[config.mk]
export PLATFORM = sky130hd
export DESIGN_NAME = dm_bridge
export DESIGN_NICKNAME = d
export VERILOG_FILES = /design/src/rtl/dm_bridge_pkg.sv /design/src/rtl/dm_bridge_ld_ext.sv /design/src/rtl/dm_bridge.sv
export SDC_FILE = /design/constraint.sdc
export NUM_CORES = 1
export LEC_CHECK = 0
export ABC_AREA = 1
export BUFFER_PORTS_ARGS = -buffer_cell sky130_fd_sc_hd__buf_2
export CAP_MARGIN = 10
export CORE_MARGIN = 1.5
export CORE_UTILIZATION = 26
export DETAILED_ROUTE_END_ITERATION = 10
export PLACE_DENSITY_LB_ADDON = 0.2
export SLEW_MARGIN = 40
export SYNTH_ARGS = -nofsm -noshare
export SYNTH_HDL_FRONTEND = slang
export SYNTH_SLANG_ARGS = --single-unit
[constraint.sdc]
create_clock -name clk -period 3.55 [get_ports clk]
set_clock_uncertainty 0.05 [all_clocks]
set_input_delay 0.71 -clock clk [delete_from_list [all_inputs] [get_ports clk]]
set_output_delay 0.71 -clock clk [all_outputs]
set_load 0.02 [all_outputs]
[src/rtl/dm_bridge_pkg.sv]
// Shared definitions for the data-memory bridge:
//   - FSM state encoding
//   - load-type codes carried on ld_op
//   - default bus-ack timeout
//   - captured request payload and store-lane replication helper
package dm_bridge_pkg;

    localparam int unsigned TIMEOUT_DEF = 255;
    localparam int unsigned XLEN        = 32;
    localparam int unsigned NBYTES      = XLEN / 8;
    localparam int unsigned LDW         = 3;

    typedef enum logic [1:0] {
        ST_IDLE = 2'd0,
        ST_REQ  = 2'd1,
        ST_DONE = 2'd2
    } state_e;

    // Load-type codes on ld_op
    localparam logic [LDW-1:0] LD_NONE = 3'b000;
    localparam logic [LDW-1:0] LD_W    = 3'b001;
    localparam logic [LDW-1:0] LD_B    = 3'b010;
    localparam logic [LDW-1:0] LD_BU   = 3'b011;
    localparam logic [LDW-1:0] LD_H    = 3'b100;
    localparam logic [LDW-1:0] LD_HU   = 3'b101;

    // Request captured in IDLE and replayed onto the bus for every REQ cycle
    typedef struct packed {
        logic [XLEN-1:0]   addr;
        logic [XLEN-1:0]   wdata;
        logic [NBYTES-1:0] byteen;
        logic              we;
        logic [LDW-1:0]    ld_op;
    } req_t;

    // Copy the low byte / half of the store source onto every lane it may hit
    function automatic logic [XLEN-1:0] replicate_wdata(input logic [NBYTES-1:0] be,
                                                        input logic [XLEN-1:0]   d);
        logic [XLEN-1:0] r;
        case ($countones(be))
            1:       r = {4{d[7:0]}};
            2:       r = {2{d[15:0]}};
            default: r = d;
        endcase
        return r;
    endfunction

endpackage

[src/rtl/dm_bridge_ld_ext.sv]
// Load extender (combinational).
// Selects the addressed byte / half of a bus read word and sign- or
// zero-extends it according to the load type.
//   word    : raw 32-bit read word
//   addr_lo : byte offset within the word
//   ld_op   : load type code
//   rd_data : aligned, extended load result (0 for no load / unknown code)
module ld_ext
    import dm_bridge_pkg::*;
(
    input  logic [XLEN-1:0] word,
    input  logic [1:0]      addr_lo,
    input  logic [LDW-1:0]  ld_op,
    output logic [XLEN-1:0] rd_data
);

    logic [7:0]  byte_sel;
    logic [15:0] half_sel;

    always_comb begin
        byte_sel = 8'h00;
        half_sel = 16'h0000;
        rd_data  = '0;

        case (addr_lo)
            2'd0:    byte_sel = word[7:0];
            2'd1:    byte_sel = word[15:8];
            2'd2:    byte_sel = word[23:16];
            default: byte_sel = word[31:24];
        endcase
        half_sel = addr_lo[1] ? word[31:16] : word[15:0];

        case (ld_op)
            LD_W:    rd_data = word;
            LD_B:    rd_data = {{24{byte_sel[7]}}, byte_sel};
            LD_BU:   rd_data = {24'h000000, byte_sel};
            LD_H:    rd_data = {{16{half_sel[15]}}, half_sel};
            LD_HU:   rd_data = {16'h0000, half_sel};
            default: rd_data = '0;
        endcase
    end

endmodule

[src/rtl/dm_bridge.sv]
// Data-memory bridge between the pipeline M stage and a simple req/ack bus.
// Captures one load or store, holds the pipeline while the bus request is
// outstanding, and returns an aligned load result for one cycle.
//   clk, reset          : clock, synchronous active-high reset
//   m_valid, byteen,
//   ld_op, addr, wdata  : memory instruction from the M stage
//   stall               : freeze pipeline up to and including M
//   rd_data, rd_valid   : load result, valid for one cycle per load
//   err                 : sticky bus-timeout flag
//   bus_req, bus_we,
//   bus_addr, bus_byteen,
//   bus_wdata           : bus request (all zero outside REQ)
//   bus_ack, bus_rdata  : bus completion and read word
module dm_bridge
    import dm_bridge_pkg::*;
#(
    parameter int unsigned TIMEOUT = TIMEOUT_DEF
) (
    input  logic              clk,
    input  logic              reset,
    input  logic              m_valid,
    input  logic [NBYTES-1:0] byteen,
    input  logic [LDW-1:0]    ld_op,
    input  logic [XLEN-1:0]   addr,
    input  logic [XLEN-1:0]   wdata,
    output logic              stall,
    output logic [XLEN-1:0]   rd_data,
    output logic              rd_valid,
    output logic              err,
    output logic              bus_req,
    output logic              bus_we,
    output logic [XLEN-1:0]   bus_addr,
    output logic [NBYTES-1:0] bus_byteen,
    output logic [XLEN-1:0]   bus_wdata,
    input  logic              bus_ack,
    input  logic [XLEN-1:0]   bus_rdata
);

    localparam int unsigned CW = (TIMEOUT < 2) ? 1 : $clog2(TIMEOUT);

    state_e          state;
    req_t            cap;
    req_t            cap_next;
    logic [CW-1:0]   cnt;
    logic            err_q;
    logic [XLEN-1:0] rd_q;
    logic            rd_valid_q;
    logic            accept;
    logic            in_req;
    logic            is_store;
    logic            cap_is_load;
    logic            timeout_hit;
    logic [XLEN-1:0] ext_data;

    // A store wins over a load when both are flagged
    assign is_store    = (byteen != '0);
    assign accept      = m_valid && (is_store || (ld_op != LD_NONE));
    assign in_req      = (state == ST_REQ);
    assign cap_is_load = (cap.ld_op != LD_NONE);
    assign timeout_hit = (cnt == CW'(TIMEOUT - 1));

    // Request payload as it will be registered on acceptance
    always_comb begin
        cap_next        = '0;
        cap_next.addr   = addr;
        cap_next.we     = is_store;
        cap_next.byteen = is_store ? byteen : '1;
        cap_next.ld_op  = is_store ? LD_NONE : ld_op;
        cap_next.wdata  = is_store ? replicate_wdata(byteen, wdata) : '0;
    end

    ld_ext u_ld_ext (
        .word    (bus_rdata),
        .addr_lo (cap.addr[1:0]),
        .ld_op   (cap.ld_op),
        .rd_data (ext_data)
    );

    // Control FSM and all bridge state
    always_ff @(posedge clk) begin
        if (reset) begin
            state      <= ST_IDLE;
            cap        <= '0;
            cnt        <= '0;
            err_q      <= 1'b0;
            rd_q       <= '0;
            rd_valid_q <= 1'b0;
        end else begin
            rd_valid_q <= 1'b0;
            case (state)
                ST_IDLE: begin
                    if (accept) begin
                        cap   <= cap_next;
                        cnt   <= '0;
                        state <= ST_REQ;
                    end
                end
                ST_REQ: begin
                    if (bus_ack) begin
                        rd_q       <= ext_data;
                        rd_valid_q <= cap_is_load;
                        state      <= ST_DONE;
                    end else if (timeout_hit) begin
                        // Abort: flag the error and retire with a zero result
                        err_q      <= 1'b1;
                        rd_q       <= '0;
                        rd_valid_q <= cap_is_load;
                        state      <= ST_DONE;
                    end else begin
                        cnt <= cnt + CW'(1);
                    end
                end
                ST_DONE: begin
                    // Instruction still presented here is the one retiring
                    state <= ST_IDLE;
                end
                default: state <= ST_IDLE;
            endcase
        end
    end

    // Stall covers the accepting IDLE cycle plus every REQ cycle
    assign stall      = in_req || ((state == ST_IDLE) && accept && !reset);

    assign bus_req    = in_req;
    assign bus_we     = in_req && cap.we;
    assign bus_addr   = in_req ? {cap.addr[XLEN-1:2], 2'b00} : '0;
    assign bus_byteen = in_req ? cap.byteen : '0;
    assign bus_wdata  = in_req ? cap.wdata : '0;

    assign rd_data    = rd_q;
    assign rd_valid   = rd_valid_q;
    assign err        = err_q;

endmodule

==> results of run 1 <==
[area by class of cell]
| type | count | area, um2 |
|---|---|---|
| fill | 2516 | 14700 |
| multi-input combinational | 576 | 2830 |
| sequential | 116 | 2320 |
| timing repair buffer | 219 | 1150 |
| inverter | 132 | 495 |
| clock buffer | 17 | 425 |
| tap | 285 | 357 |
| clock inverter | 14 | 201 |
| antenna | 2 | 5.00 |
[cell families (layout without fill, tap and decap cells)]
family                     after synthesis  in the layout  synth area share (%)
xor gates and xnor gates                 1              1                 0.148
other                                    1              4                0.0634
and+or+nand+nor                        425            425                  31.7
buffers and inverters                  183            382                  13.1
AOI/OAI and AO/OA                      142            142                  14.4
adders and majority gates                6              6                  1.40
DFF                                    116            116                  39.3
[registers in the layout (all words and copies together) (netlist names)]
| name | cells |
|---|---|
| rd_valid | 1 |
| cnt | 8 |
| state | 2 |
| rd_data | 32 |
| err | 1 |
| cap | 72 |
[per-stage QoR]
stage / hold WS [ns] / cells / total power, W
after floorplan: 0.379 / 875 / 0.00179
after global routing: 0.432 / 1359 / 0.00402
after global placement: 0.394 / 1327 / 0.00199
after CTS: 0.405 / 1358 / 0.00387
after detailed placement: 0.396 / 1327 / 0.00199
final: 0.402 / 1361 / 0.00381
[path summary, 6_finish.rpt]
path	from	endpoint	slack, ns	cells after the start
hold reg to reg	cap[4]	cap[4]	0.40	2
setup / recovery	byteen[0]	stall	0.82	9
hold / removal	cap[4]	cap[4]	0.40	2
setup reg to reg	state[1]	cap[29]	1.47	5
[critical path, cell delays in order]
cell,delay (ns)
buf_2,0.10
inv_1,0.09
ha_1,0.15
nand2_1,0.13
o21ai_4,0.30
inv_1,0.10
nand2_1,0.13
nand2_1,0.06
buf_2,0.19
[power by group through the flow]
stage | Clock, W | Sequential, W | Combinational (W)
2_1_floorplan | 0 | 0.00142 | 0.000370
4_1_cts | 0.00191 | 0.00140 | 0.000563
5_1_grt | 0.00198 | 0.00141 | 0.000633
6_report | 0.00185 | 0.00140 | 0.000556
3_5_place_dp | 0 | 0.00143 | 0.000560
3_3_place_gp | 0 | 0.00143 | 0.000559
[cell usage after synthesis (4+ instances only)]
cell type  instances  area [um2]
a21oi_1           24         120
a21oi_2           18         158
buf_1              7        26.3
buf_2             15        75.1
buf_4              6        45.0
buf_6              6        67.6
clkbuf_1          17        63.8
dfxtp_1          116        2320
ha_1               5        62.6
inv_1            126         473
inv_2              5        18.8
nand2_1          196         736
nand2_2           17         106
nand3_1           97         485
nand3_2            4        40.0
nand4_1            4        25.0
nor2_1            98         368
nor2_4             5        56.3
o211ai_1           8        60.1
o21ai_0           61         305
o22ai_1           27         169
[metal layers]
layer | track usage (%) | vias up
met3 | 6.03 | 13
met2 | 24.6 | 190
met4 | 4.58 | 2
li1 | - | 3139
met1 | 22.0 | 2768
met5 | 0 | -
==> summary.md, run 1 <==
| Metric | Value |
|---|---|
| Vias in the first global route | `~5800` |
| GR Overflow Total | `0` |
| Tmin final | `roughly 2.7 ns` |
| Max VDD drop | `0.000287 V` |
| Met1 Wirelength | `roughly 9 mm` |
| Clock sinks | `~120` |
| Main flop type after synthesis | `dfxtp_1` |
| CTS tree | `done` |
| CP required | `about 2.8 ns` |
| Sum Neg Setup Slack | `0 ns` |
| Rows | `55` |
| Status | `finished clean` |
| CTS Root Cell | `clkbuf_16` |
| Initial antenna violation count | `2` |
| Max clock buf depth | `2` |
| Cell Area, Placed | `~7000 um2` |
| GPL Wtd Cong | `around 0.8` |
| Comb pwr share | `between 10% and 20%` |
| Yosys reg bits | `about 120` |
| Largest net degree at the start of global routing | `42` |
| Port Buffers | `209` |
| Distinct cells, synth | `33` |
| Cts bufs inserted | `17` |
| Final WS setup | `between 0.8 and 0.9 ns` |
| Slew @ Worst Pin | `around 0.77 ns` |
| Sequential fraction of the synthesis area | `between 30% and 40%` |
| Global-route wire length before repair | `30.5 mm` |
| Vias per cell | `roughly 4.5` |
| First drt pass iteration count | `5` |
| Cts hold-fix bufs | `0` |
| GRT Overall Usage | `approximately 16%` |
| Worst Hold Class | `register to register` |
| Clk_lat worst skew | `about 0.41 ns` |
| H-tree depth | `4` |
| Design Area, Final | `roughly 8000 um2` |
| Pwr/cell area | `489 nW/um2` |
| Top sig layer | `met5` |
| RSZ-0062 raised after global routing | `no` |
| DR DRC count | `0` |
| WL/cell | `13.9 um` |
| Most frequent cells in the layout | `buf_2, nand2_1, inv_1` |
| Synthesized area | `around 6000 um2` |
| Setup crit end kind | `output port` |
| Final Hold Viols | `0` |
| HPWL after DPL | `roughly 14 mm` |
| Commonest non-fill, non-tap cell in the layout | `buf_2` |
| Fin crit share | `about three quarters` |
| Fin util | `34.6%` |
| Final wirelength | `19.0 mm` |
| Internal power | `between 0.002 and 0.003 W` |
| Cells after Synth | `roughly 870` |
| Synthesized area per cell | `about 6.8 um2` |
| Fmax | `0.366 GHz` |
| Number of synthesized flops with an enable pin | `0` |
| Pre-CTS setup slack | `between 0.5 and 0.6 ns` |
| Final nets | `around 1200` |
| Worst Path Class, Setup | `primary input to output port` |
| Maximum net fanout on the critical path | `7` |
| Iter 0 DRT Violations | `338` |
| Clock transition at path regs | `about 0.06 ns` |
| Area of the core | `around 23000 um2` |
| Die area | `approximately 24000 um2` |
| Met3 Routed Length | `1.47 mm` |
| I/O pin cnt | `212` |
| Final setup viols | `0` |
| P&R area growth vs syn | `31.6%` |
| Vias | `6112` |
| Sw Pwr | `~0.0011 W` |
| CP startpoint kind | `primary input` |
| Initial Util | `about a quarter` |
| Post-CTS Resized | `0` |
| Ys Warns | `0` |
| Leakage power | `about 3.6 nW` |
| Switch share | `between 20 and 30%` |
| ANT nets after route | `0` |
| Met2 wire len | `8.13 mm` |
| Max cap viols | `0` |
| Relative slew slack | `approximately 48%` |
| Seq pwr share | `36.8%` |
| Setup Fix Bufs, Post-CTS | `0` |
| Die X | `roughly 150 um` |
| Die Y | `154 um` |
| Fin. max-slew vios | `0` |
| Data arrival time of the critical path | `approximately 2.0 ns` |
| Share of cells above drive strength 1 | `28.4%` |
| Async set-reset flop share out of synthesis | `0%` |
| Clock share of power | `between 40% and 50%` |
Power figures use the tool's default switching activity.
==> run 2, diff against run 1 <==
==> constraint.sdc (replaced) <==
create_clock -name clk -period 2.4 [get_ports clk]
set_clock_uncertainty 0.05 [all_clocks]
set_input_delay 0.48 -clock clk [delete_from_list [all_inputs] [get_ports clk]]
set_output_delay 0.48 -clock clk [all_outputs]
set_load 0.02 [all_outputs]
==> run 2 against run 1 <==
Compared with the run above:
- register-to-register slack worse by 0.93 ns
- sequential share of layout area down 0.28 points
- total power up 40%
- clock power up 29%
- clock-buffer cell count up 2
- critical endpoint is now cap[36]
- largest cell class unchanged
- highest routed layer unchanged
==> summary.md, run 2 (synthesis gave the netlist of run 1 again) <==
| Metric | Value |
|---|---|
| Status | `finished clean (unchanged)` |
| Leakage power | `3.70 nW (was 3.65 nW)` |
| Internal power | `0.00374 W (was 0.00274 W)` |
| CP startpoint kind | `primary input (unchanged)` |
| Pre-CTS setup slack | `-0.228 ns (was 0.550 ns)` |
| Sum Neg Setup Slack | `0 ns (unchanged)` |
| Area taken by multi-input logic gates | `2840 um2 (was 2830 um2)` |
| Cts bufs inserted | `17 (unchanged)` |
| Initial Util | `26.3% (unchanged)` |
| P&R area growth vs syn | `32.9% (was 31.6%)` |
| Clock transition at path regs | `0.06 ns (about the same)` |
| Tmin final | `between 2 and 2.5 ns` |
| Setup crit end kind | `register (was output port)` |
| Vias in the first global route | `5878 (was 5752)` |
| Largest net degree at the start of global routing | `39 (was 42)` |
| I/O pin cnt | `212 (unchanged)` |
| Area of the core | `22500 um2 (unchanged)` |
| Storage element area | `2320 um2 (unchanged)` |
| Critical R2R Capture | `rd_data[31] (was cap[29])` |
| Data arrival time of the critical path | `2.47 ns (was 1.97 ns)` |
| R2R cell count | `8 (was 5)` |
| Fin crit share | `92.6%` |
| Rows | `55 (unchanged)` |
| Post-CTS Resized | `1 (was 0)` |
| CTS Root Cell | `clkbuf_16 (unchanged)` |
| H-tree depth | `4 (unchanged)` |
| Iter 0 DRT Violations | `230 (was 338)` |
| Pwr/cell area | `677 nW/um2 (was 489 nW/um2)` |
| # fillers | `2533 (was 2516)` |
| Reg2reg setup slack | `0.54 ns (was 1.47 ns)` |
| Clk_lat worst skew | `0.41 ns (about the same)` |
| Hold Crit Depth | `3 (was 2)` |
| Seq pwr share | `39.0% (was 36.8%)` |
| Final setup viols | `0 (unchanged)` |
| Clock sinks | `116 (unchanged)` |
| Final wirelength | `19.2 mm (was 19.0 mm)` |
| Fin. max-slew vios | `0 (unchanged)` |
| Initial antenna violation count | `4 (was 2)` |
| Final Hold Viols | `0 (unchanged)` |
| GR Overflow Total | `0 (unchanged)` |
| Final WS setup | `0.178 ns (was 0.818 ns)` |
| Cts hold-fix bufs | `0 (unchanged)` |
| Launching point of the worst reg2reg path | `cap[41] (was state[1])` |
| Port Buffers | `209 (unchanged)` |
| Max clock buf depth | `2 (unchanged)` |
| Maximum net fanout on the critical path | `25 (was 7)` |
| Most frequent cells in the layout | `buf_2, nand2_1, inv_1 (unchanged)` |
| CP required | `2.64 ns (was 2.79 ns)` |
| Worst Path Class, Setup | `primary input to register (was primary input to output port)` |
| Reg with most FFs | `cap (unchanged)` |
| Sw Pwr | `0.00159 W (was 0.00107 W)` |
| GPL Wtd Cong | `0.829 (was 0.813)` |
| Vias | `6161 (was 6112)` |
| Clock share of power | `44.6% (was 48.6%)` |
| Comb pwr share | `16.4% (was 14.6%)` |
| Fmax | `0.450 GHz` |
| Max reg flops | `72 (unchanged)` |
| Global-route wire length before repair | `30.5 mm (unchanged)` |
| Die Y | `154 um (unchanged)` |
| Max cap viols | `0 (unchanged)` |
| ANT nets after route | `0 (unchanged)` |
| Vias per cell | `4.47 (was 4.49)` |
| DR DRC count | `0 (unchanged)` |
| Final nets | `1192 (was 1175)` |
| RSZ-0062 raised after global routing | `no (unchanged)` |
| Hold path startpoint | `addr[12] (was cap[4])` |
| First drt pass iteration count | `5 (unchanged)` |
| CTS tree | `done (unchanged)` |
| Hold Slack | `0.233 ns (was 0.402 ns)` |
| GRT Overall Usage | `16.3% (was 16.4%)` |
| Max VDD drop | `0.000423 V (was 0.000287 V)` |
| Switch share | `29.8% (was 28.0%)` |
| Worst hold endpoint | `cap[52] (was cap[4])` |
| Setup Fix Bufs, Post-CTS | `0 (unchanged)` |
| Die area | `23700 um2 (unchanged)` |
| Worst Hold Class | `primary input to register (was register to register)` |
| Die X | `154 um (unchanged)` |
| HPWL after DPL | `14.2 mm (was 13.5 mm)` |
| WL/cell | `14.0 um (was 13.9 um)` |
| Share of cells above drive strength 1 | `29.5% (was 28.4%)` |
| Commonest non-fill, non-tap cell in the layout | `buf_2 (unchanged)` |
## run 2: cell types whose count changed in the layout (fill, tap and decap cells not counted), sizes merged
cell      delta
buf         +17
bufinv       -4
clkbuf       +2
clkinvlp     +2
clkinv       -1
diode        -1
inv          +1
## run 2: how the worst max path moves through the flow
stage               slack, ns  startpoint  depth (start not counted)          end
detailed placement      -0.23   byteen[0]                         13      cap[36]
finish                   0.18   byteen[0]                         13      cap[36]
CTS                      0.15    state[1]                          5  bus_addr[7]
global placement        -0.22   byteen[0]                         13      cap[36]
global route             0.03   byteen[0]                         13      cap[36]
floorplan               0.007   byteen[0]                         11      cap[21]
## run 2: power by group through the flow
stage	registers [W]	logic, W	clock network [W]
floorplan	0.00210	0.000557	0
global placement	0.00212	0.000880	0
detailed placement	0.00212	0.000880	0
CTS	0.00208	0.000886	0.00243
global route	0.00209	0.000987	0.00253
finish	0.00208	0.000874	0.00238
## run 2: cell type report
type,count,share of cell area [%]
clock buffer,19,5.76
inverter,132,6.33
antenna,1,0.0318
tap,285,4.54
clock inverter,12,1.23
sequential,116,29.5
timing repair buffer,236,16.5
multi-input combinational,576,36.1
## run 2: stage by stage
step           std cells  power (W)  utilization, %  cell area [um2]
3_5_place_dp        1345    0.00300            32.5             7310
5_1_grt             1376    0.00560            34.9             7860
3_3_place_gp        1345    0.00300            32.5             7310
6_report            1377    0.00532            34.9             7860
4_1_cts             1376    0.00539            34.9             7860
2_1_floorplan        875    0.00266               -             5930
## run 2: critical path, stage by stage
cell     delay, ns
buf_2         0.09
inv_1         0.06
fa_1          0.53
inv_1         0.04
ha_1          0.18
ha_1          0.29
inv_1         0.06
nand2_1       0.09
a21oi_4       0.19
buf_12        0.17
nand3_1       0.09
o21ai_0       0.09
o22ai_1       0.08
## run 2: routing by layer
| layer | global-route usage (%) | share of wire (%) | vias up |
|---|---|---|---|
| li1 | - | - | 3175 |
| met1 | 20.8 | 46 | 2775 |
| met2 | 25.3 | 44 | 188 |
| met3 | 6.71 | 9.0 | 17 |
| met4 | 4.16 | 0.91 | 6 |
| met5 | 0 | 0.19 | - |
==> run 3, diff against run 2 <==
--- a/config.mk
+++ b/config.mk
@@ -8,7 +8,6 @@
 export ABC_AREA = 1
 export BUFFER_PORTS_ARGS = -buffer_cell sky130_fd_sc_hd__buf_2
 export CAP_MARGIN = 10
-export CORE_MARGIN = 1.5
 export CORE_UTILIZATION = 26
 export DETAILED_ROUTE_END_ITERATION = 10
 export PLACE_DENSITY_LB_ADDON = 0.2
==> constraint.sdc (replaced) <==
create_clock -name clk -period 2.2 [get_ports clk]
set_clock_uncertainty 0.05 [all_clocks]
set_input_delay 0.44 -clock clk [delete_from_list [all_inputs] [get_ports clk]]
set_output_delay 0.44 -clock clk [all_outputs]
set_load 0.02 [all_outputs]
==> run 3 against run 2 <==
Compared with the run above:
- sequential share of layout area decreased by 0.39 points
- flip-flop and latch count unchanged
- sequential power increased by 9%
- routed wire length decreased by 1.5%
- total power increased by 12%
- core utilization increased by 1.1 points
- via count decreased by 0.42%
- register-to-register slack got worse by 0.19 ns
- clock power increased by 14%
- first-iteration DRC count increased by 3.5%
- largest power group unchanged
==> summary.md, run 3 (synthesis gave the netlist of run 1 again) <==
| Metric | Value |
|---|---|
| Status | `finished clean (unchanged)` |
| Global-route wire length before repair | `30.5 mm (about the same)` |
| Slowest stage delay, CP | `0.52 ns (was 0.53 ns)` |
| Data arrival time of the critical path | `2.37 ns (was 2.47 ns)` |
| Initial antenna violation count | `5 (was 4)` |
| CTS Root Cell | `clkbuf_16 (unchanged)` |
| Final nets | `1192 (unchanged)` |
| Commonest non-fill, non-tap cell in the layout | `buf_2 (unchanged)` |
| Final Hold Viols | `0 (unchanged)` |
| Rows | `54 (was 55)` |
| Die area | `23400 um2 (was 23700 um2)` |
| CTS tree | `done (unchanged)` |
| Max reg flops | `72 (unchanged)` |
| WL/cell | `13.8 um (was 14.0 um)` |
| Final setup viols | `0 (unchanged)` |
| Clock sinks | `116 (unchanged)` |
| Worst Hold Class | `primary input to register (unchanged)` |
| Share of cells above drive strength 1 | `30.6% (was 29.5%)` |
| Maximum net fanout on the critical path | `26 (was 25)` |
| Final WS setup | `0.0770 ns (was 0.178 ns)` |
| Fin crit share | `96.5%` |
| Pwr/cell area | `747 nW/um2 (was 677 nW/um2)` |
| Vias in the first global route | `5785 (was 5878)` |
| GR Overflow Total | `0 (unchanged)` |
| Reg with most FFs | `cap (unchanged)` |
| Die X | `153 um (was 154 um)` |
| CP cell instances | `buf_2, inv_8, fa_1, inv_1, ha_2, ha_4, inv_2, nand2_2, a21oi_4, buf_12, nand3_1, o21ai_0, o22ai_1 (was buf_2, inv_1, fa_1, inv_1, ha_1, ha_1, inv_1, nand2_1, a21oi_4, buf_12, nand3_1, o21ai_0, o22ai_1)` |
| CP max stage cell | `fa_1 (unchanged)` |
| Vias per cell | `4.46 (was 4.47)` |
| Port Buffers | `209 (unchanged)` |
| RSZ-0062 raised after global routing | `yes (was no)` |
| Pre-CTS setup slack | `-0.351 ns (was -0.228 ns)` |
| H-tree depth | `4 (unchanged)` |
| Fmax | `about 0.47 GHz` |
| Die Y | `153 um (was 154 um)` |
| Initial Util | `26.8% (was 26.3%)` |
| Largest net degree at the start of global routing | `51 (was 39)` |
| Max VDD drop | `0.000553 V (was 0.000423 V)` |
| Setup crit end kind | `register (unchanged)` |
| Hold Slack | `0.185 ns (was 0.233 ns)` |
| Setup Fix Bufs, Post-CTS | `0 (unchanged)` |
| Reg2reg setup slack | `0.35 ns (was 0.54 ns)` |
| I/O pin cnt | `212 (unchanged)` |
| GPL Wtd Cong | `0.820 (was 0.829)` |
| Critical R2R Capture | `rd_data[20] (was rd_data[31])` |
| Cell Area, Placed | `7370 um2 (was 7310 um2)` |
| GRT Overall Usage | `16.6% (was 16.3%)` |
| Max clock buf depth | `2 (unchanged)` |
| CP startpoint kind | `primary input (unchanged)` |
| Worst Path Class, Setup | `primary input to register (unchanged)` |
| Area of the core | `22100 um2 (was 22500 um2)` |
| Final wirelength | `18.9 mm (was 19.2 mm)` |
| Leakage power | `3.74 nW (was 3.70 nW)` |
| Hold path startpoint | `addr[11] (was addr[12])` |
| Hold Crit Depth | `3 (unchanged)` |
| First drt pass iteration count | `4 (was 5)` |
| DR DRC count | `0 (unchanged)` |
| Clk_lat worst skew | `0.42 ns (was 0.41 ns)` |
| Clock transition at path regs | `0.06 ns (about the same)` |
| Max cap viols | `0 (unchanged)` |
| ANT nets after route | `0 (unchanged)` |
| Worst hold endpoint | `cap[51] (was cap[52])` |
| Fin. max-slew vios | `0 (unchanged)` |
| CP required | `2.44 ns (was 2.64 ns)` |
| Launching point of the worst reg2reg path | `cnt[0] (was cap[41])` |
| R2R cell count | `11 (was 8)` |
| Most frequent cells in the layout | `buf_2, nand2_1, inv_1 (unchanged)` |
| Vias | `6135 (was 6161)` |
| HPWL after DPL | `13.7 mm (was 14.2 mm)` |
| Cts bufs inserted | `17 (unchanged)` |
| Tmin final | `~2.1 ns` |
| Design Area, Final | `7970 um2 (was 7860 um2)` |
| Iter 0 DRT Violations | `238 (was 230)` |
| P&R area growth vs syn | `34.7% (was 32.9%)` |
-- run 3: per-stage QoR --
| step | instances | total power (W) | utilization (%) | TNS, ns |
|---|---|---|---|---|
| after floorplan | 875 | 0.00295 | - | -0.507 |
| after global placement | 1340 | 0.00328 | 33.4 | -7.27 |
| after detailed placement | 1340 | 0.00328 | 33.4 | -7.79 |
| after CTS | 1372 | 0.00605 | 36.0 | 0 |
| after global routing | 1373 | 0.00629 | 36.0 | -0.00518 |
| final | 1375 | 0.00595 | 36.1 | 0 |
-- run 3: power by group --
part           total [W]  internal [W]  leakage, nW  switching, W
Clock            0.00271       0.00158        0.278       0.00113
Sequential       0.00226       0.00222        0.946     0.0000365
Combinational   0.000980      0.000357         2.51      0.000623
-- run 3: layout make-up --
class | instances | area (um2)
clock inverters | 15 | 145
clock buffers | 17 | 425
fillers | 2451 | 14100
well taps | 280 | 350
multi-input cells | 576 | 2880
flip-flops and latches | 116 | 2320
diodes | 3 | 7.51
inverters | 132 | 503
repair buffers | 236 | 1340
-- run 3: worst max path at each step --
stage                         start  endpoint  slack (ns)  cells past startpoint
final                     byteen[3]   cap[38]        0.08                     13
after global routing      byteen[3]   cap[36]      -0.005                     13
after CTS                  state[1]     stall        0.07                      6
after detailed placement  byteen[3]   cap[35]       -0.35                     13
after global placement    byteen[3]   cap[36]       -0.32                     13
after floorplan           byteen[3]   cap[26]       -0.04                     12
-- run 3: routing by layer --
metal,part of all wire [%],wire length (um),vias to the layer above,GRT usage (%)
met3,8.6,1620,17,6.24
met4,1.0,196,4,5.39
li1,-,-,3179,-
met2,44,8300,210,26.1
met1,46,8790,2725,20.9
met5,0.12,22,-,0
-- run 3: worst max-delay path, delay by kind of cell --
family,cells,cell delay (ns)
simple gates,2,0.18
compound gates,3,0.33
fa+ha+maj,3,0.96
buf+inv,5,0.45
-- run 3: timing repair --
action | CTS | global route
endpoints found under the setup margin | 48 | 12
hold endpoints to repair | 0 | 0
hold buffers | 0 | 0
gates resized for setup | 1 | 4
